**src/rtl/alu_rr_sched_pkg.sv**
```systemverilog
// Shared types for the round-robin ALU scheduler: op encoding and result-buffer states.
package alu_rr_sched_pkg;

    localparam int OP_W = 2;

    typedef enum logic [OP_W-1:0] {
        OP_ADD    = 2'b00,
        OP_SUB    = 2'b01,
        OP_MUL    = 2'b10,
        OP_PASS_B = 2'b11
    } op_t;

    typedef enum logic {
        ST_EMPTY = 1'b0,
        ST_FULL  = 1'b1
    } buf_state_t;

endpackage

```
**src/rtl/alu_rr_sched_alu.sv**
```systemverilog
// Combinational unsigned add/sub/mul/pass unit with overflow flag.
// ALU_SAT_EN defined: overflowing results clamp (all-ones for ADD/MUL, zero on SUB borrow).
import alu_rr_sched_pkg::*;

module alu_rr_sched_alu #(
    parameter int W = 2
) (
    input  op_t          op,
    input  logic [W-1:0] a,
    input  logic [W-1:0] b,
    output logic [W-1:0] data,
    output logic         ovf
);

    logic [2*W-1:0] wide;
    logic [2*W-1:0] a_ext;
    logic [2*W-1:0] b_ext;

    assign a_ext = {{W{1'b0}}, a};
    assign b_ext = {{W{1'b0}}, b};

    always_comb begin
        wide = '0;
        ovf  = 1'b0;
        case (op)
            OP_ADD: begin
                wide = a_ext + b_ext;
                ovf  = |wide[2*W-1:W];
            end
            OP_SUB: begin
                wide = a_ext - b_ext;
                ovf  = (a < b);
            end
            OP_MUL: begin
                wide = a_ext * b_ext;
                ovf  = |wide[2*W-1:W];
            end
            default: begin
                wide = b_ext;
                ovf  = 1'b0;
            end
        endcase

        data = wide[W-1:0];
`ifdef ALU_SAT_EN
        if (ovf) begin
            data = (op == OP_SUB) ? '0 : '1;
        end
`endif
    end

endmodule

```
**src/rtl/alu_rr_sched.sv**
```systemverilog
// Round-robin arbiter sharing one ALU between NREQ requesters, with a one-entry result buffer.
// Result saturation is selected by ALU_SAT_EN inside alu_rr_sched_alu.
//
// state    | meaning
// ST_EMPTY | no result held; any granted request is accepted
// ST_FULL  | result held on rsp_*; new accept only when rsp_ready drains it
import alu_rr_sched_pkg::*;

module alu_rr_sched #(
    parameter int NREQ  = 4,
    parameter int W     = 2,
    parameter int CNT_W = 16
) (
    input  logic                    clk,
    input  logic                    reset,
    input  logic [NREQ-1:0]         req_valid,
    output logic [NREQ-1:0]         req_ready,
    input  logic [2*NREQ-1:0]       req_op,
    input  logic [W*NREQ-1:0]       req_a,
    input  logic [W*NREQ-1:0]       req_b,
    output logic                    rsp_valid,
    input  logic                    rsp_ready,
    output logic [$clog2(NREQ)-1:0] rsp_id,
    output logic [W-1:0]            rsp_data,
    output logic                    rsp_ovf,
    output logic [CNT_W-1:0]        served_cnt
);

    localparam int ID_W = $clog2(NREQ);

    buf_state_t      state_q;
    logic [ID_W-1:0] ptr_q;
    logic [ID_W-1:0] id_q;
    logic [W-1:0]    data_q;
    logic            ovf_q;
    logic [CNT_W-1:0] cnt_q;

    logic            slot_free;
    logic            gnt_found;
    logic [ID_W-1:0] gnt_idx;
    logic            accept;
    op_t             alu_op;
    logic [W-1:0]    alu_a;
    logic [W-1:0]    alu_b;
    logic [W-1:0]    alu_data;
    logic            alu_ovf;

    assign slot_free = (state_q == ST_EMPTY) || rsp_ready;

    // Scan starts just after the last granted requester so it gets lowest priority.
    always_comb begin
        gnt_found = 1'b0;
        gnt_idx   = '0;
        for (int k = 1; k <= NREQ; k++) begin
            if (!gnt_found && req_valid[(int'(ptr_q) + k) % NREQ]) begin
                gnt_found = 1'b1;
                gnt_idx   = ID_W'((int'(ptr_q) + k) % NREQ);
            end
        end
    end

    assign accept    = gnt_found && slot_free;
    assign req_ready = accept ? (NREQ'(1) << gnt_idx) : '0;

    assign alu_op = op_t'(req_op[OP_W*int'(gnt_idx) +: OP_W]);
    assign alu_a  = req_a[W*int'(gnt_idx) +: W];
    assign alu_b  = req_b[W*int'(gnt_idx) +: W];

    alu_rr_sched_alu #(
        .W (W)
    ) u_alu (
        .op   (alu_op),
        .a    (alu_a),
        .b    (alu_b),
        .data (alu_data),
        .ovf  (alu_ovf)
    );

    always_ff @(posedge clk) begin
        if (reset) begin
            state_q <= ST_EMPTY;
            ptr_q   <= ID_W'(NREQ - 1);
            id_q    <= '0;
            data_q  <= '0;
            ovf_q   <= 1'b0;
            cnt_q   <= '0;
        end else begin
            case (state_q)
                ST_EMPTY: begin
                    if (accept) begin
                        state_q <= ST_FULL;
                    end
                end
                ST_FULL: begin
                    if (!accept && rsp_ready) begin
                        state_q <= ST_EMPTY;
                    end
                end
                default: state_q <= ST_EMPTY;
            endcase

            if (accept) begin
                ptr_q  <= gnt_idx;
                id_q   <= gnt_idx;
                data_q <= alu_data;
                ovf_q  <= alu_ovf;
                cnt_q  <= cnt_q + CNT_W'(1);
            end
        end
    end

    assign rsp_valid  = (state_q == ST_FULL);
    assign rsp_id     = id_q;
    assign rsp_data   = data_q;
    assign rsp_ovf    = ovf_q;
    assign served_cnt = cnt_q;

endmodule

```
**config.mk**
```make
export PLATFORM = sky130hd
export DESIGN_NAME = alu_rr_sched
export DESIGN_NICKNAME = d
export VERILOG_FILES = /design/src/rtl/alu_rr_sched_pkg.sv /design/src/rtl/alu_rr_sched_alu.sv /design/src/rtl/alu_rr_sched.sv
export SDC_FILE = /design/constraint.sdc
export NUM_CORES = 1
export LEC_CHECK = 0
export CAP_MARGIN = 20
export CORE_MARGIN = 3
export CORE_UTILIZATION = 47
export DETAILED_ROUTE_END_ITERATION = 6
export GPL_TIMING_DRIVEN = 0
export PLACE_DENSITY = 0.83
export SLEW_MARGIN = 20
export SYNTH_ARGS = -nofsm -noshare
export SYNTH_HDL_FRONTEND = slang
export SYNTH_HIERARCHICAL = 1
export SYNTH_SLANG_ARGS = --single-unit
```
**constraint.sdc**
```tcl
create_clock -name clk -period 5.4 [get_ports clk]
set_input_delay 0.81 -clock clk [delete_from_list [all_inputs] [get_ports clk]]
set_output_delay 0.81 -clock clk [all_outputs]
set_load 0.01 [all_outputs]
```
==> metrics <==
synth cell count leaders dfxtp_1, mux2i_1, nand2_1; Psw around 0.00015 W; layout cells sized above 1 under 10%; adder-cell area share of the yosys netlist under 10%; CTS tree done; maximum vdd ir drop roughly 0.19 mV; library cells used by synthesis 33; Critical Path AT 3.12 ns; PwrDens 236.6 nW/µm²; router iterations before antenna repair 4; number of global-route vias before repair 1539; largest family of logic cells by synthesized area simple AND/OR/NAND/NOR gates; Final period util 72.81%; Setup Buffers After CTS 0; Final Slew Violations 0; skew final 0.01060 ns; fin nets about 270; Final ANT Viol Nets 0; port bufs 56; Comb power frac 35.7%; Critical Path RT 4.59 ns; Worst-Margin Slew 0.7938 ns; register bit count reported by yosys 24; CP Launch Type input port; ant diodes 0; HP Class flop to flop; clk slew on worst S/H paths 0.13 ns; grt ovf 0; switching power share of the total 29.19%; largest net degree at the start of global routing 15; Max clock buf depth 2; fin crit period 3.932 ns; status finished, final reports clean; drt drc 0; Placer Congestion 0.8568; setup total negative slack 0 ns; final hold vios 0; Vias 1516; Final Util between 70% and 80%; # hold bufs at CTS 0; Compound-Gate Fraction of Synth Area 11.90%; clock latency on the worst-skew pair 0.32 ns; Post-Syn Area around 1500 µm²; crit end category output pin; Synth Warn # 6; count leader, synth dfxtp_1; Post-Synth Simple-Gate Area 24.98%; final setup vio count 0; crit path max fanout 8; fmax 0.2543 GHz; IO Count 57; RSZ-0062 raised after global routing false; Async S/R FF share, synth 0%; antenna violations before repair 0; vias per cell between 5 and 6; Die Y 62.17 µm; first-pass GRT wire length 6768 µm; area growth from synthesis to layout 44.89%; Post-synth EDFFs 0; area share of the leading cell type in the synthesized netlist 32.41%; die area 3864 µm²; ys flop type dfxtp_1; syn nets 210; top routing layer used met4; H-tree levels 1; Routed WL per cell 14.17 µm; area share of xor/xnor cells in the synthesized design 4.135%; effective utilization at floorplan a little over 50%; Max Cap Viol 0; Synth Instances 172; FILL cells 224; sequential power share 38.7%; cell internal pwr 0.0003599 W; Crit Path Class input port to output pin; Total Routing Usage GR 20.82%; hold_ws 0.4692 ns; Post-Syn Area per Cell 8.620 µm²; Routed met3 length 106 µm; M1 WL 1602 µm; FP Rows 19; drt initial violations 82; Leak 0.7991 nW; Slew headroom 46.76%; die width 62.17 µm; largest cells by area after synthesis dfxtp_1, mux2i_1, a21oi_1; CTS resizes 0; clk sinks 24; Core ar. 2877 µm²; root buf cell clkbuf_4; Clock Power Share between 20 and 30%; wirelength, routed between 3000 and 4000 µm; Seq/Total Area, Yosys 32.41%; mux cell area share after synthesis 16.37%; CTS Buf Count 3; DP Wirelength about 3200 µm; largest area contributor in the netlist dfxtp_1; met2 wire length 2123 µm
metal layers:
metal	up-vias	GRT usage, %
li1	746	-
met1	728	23.38
met2	36	40.46
met3	6	3.423
met4	0	4.972
met5	-	0
worst paths after layout:
check / from / endpoint / slack, ns / cells past startpoint
hold / removal: rsp_data[0] / rsp_data[0] / 0.47 / 2
setup reg to reg: ptr_q[1] / rsp_data[1] / 1.90 / 11
setup / recovery: req_valid[3] / req_ready[0] / 1.47 / 6
hold reg to reg: rsp_data[0] / rsp_data[0] / 0.47 / 2
cells in the final DEF (no fill, tap or decap), drive strengths merged, types with 3 or more instances in the layout:
cell           Yosys  final
nor3               4      4
o31ai              5      5
clkdlybuf4s50      0     56
ha                 5      5
buf                3      3
or4                7      7
xnor2              6      6
nand2b             4      4
nor2              14     14
o21ai              4      4
or3                4      4
a21oi             16     16
inv                5      5
nand4              3      3
nand3              5      5
nand2             17     17
clkbuf             4      7
nor4               4      4
dfxtp             24     24
mux2i             22     22
flip-flops by register name, indices dropped and copies added, names as in the netlist:
signal and count:
served_cnt 16, ptr_q 2, rsp_data 2, rsp_id 2, rsp_ovf 1, rsp_valid 1
kinds of logic after synthesis:
kind of cell / after synthesis
and+or+nand+nor: 70
AOI/OAI and AO/OA: 29
DFF: 24
muxes: 23
buffers and inverters: 12
xor gates and xnor gates: 7
adders and majority gates: 7
power groups by stage:
stage / combinational, W / sequential [W] / clock, W
after global placement: 0.000171 / 0.000200 / 0
after global routing: 0.000199 / 0.000199 / 0.000139
final: 0.000181 / 0.000197 / 0.000130
after CTS: 0.000183 / 0.000197 / 0.000132
after floorplan: 0.000103 / 0.000204 / 0
after detailed placement: 0.000182 / 0.000201 / 0
cell type report:
type                       count  area [µm²]  area share, %
buffer                         7       30.03          1.398
clock buffer                   3       22.52          1.048
clock inverter                 1       30.03          1.398
inverter                       5       18.77         0.8736
multi-input combinational    136       953.4          44.38
sequential                    24       480.5          22.36
tap                           42       52.55          2.446
timing repair buffer          56       560.5          26.09
worst max-delay path: stages:
cell             delay (ns)
clkdlybuf4s50_1        0.51
mux2i_1                0.18
nor2_1                 0.10
o31ai_2                0.69
nor3b_1                0.26
clkdlybuf4s50_1        0.57
through the flow:
step / cell area (µm²) / cells / power [W] / worst slack [ns]
global route: 2148 / 274 / 0.0005364 / 1.256
detailed placement: 2096 / 270 / 0.0003825 / 1.162
global placement: 2096 / 270 / 0.0003710 / 1.270
CTS: 2148 / 274 / 0.0005116 / 1.441
finish: 2148 / 274 / 0.0005083 / 1.468
floorplan: 1483 / 172 / 0.0003061 / 2.059
Note: power is estimated with default switching activity, not from simulation.
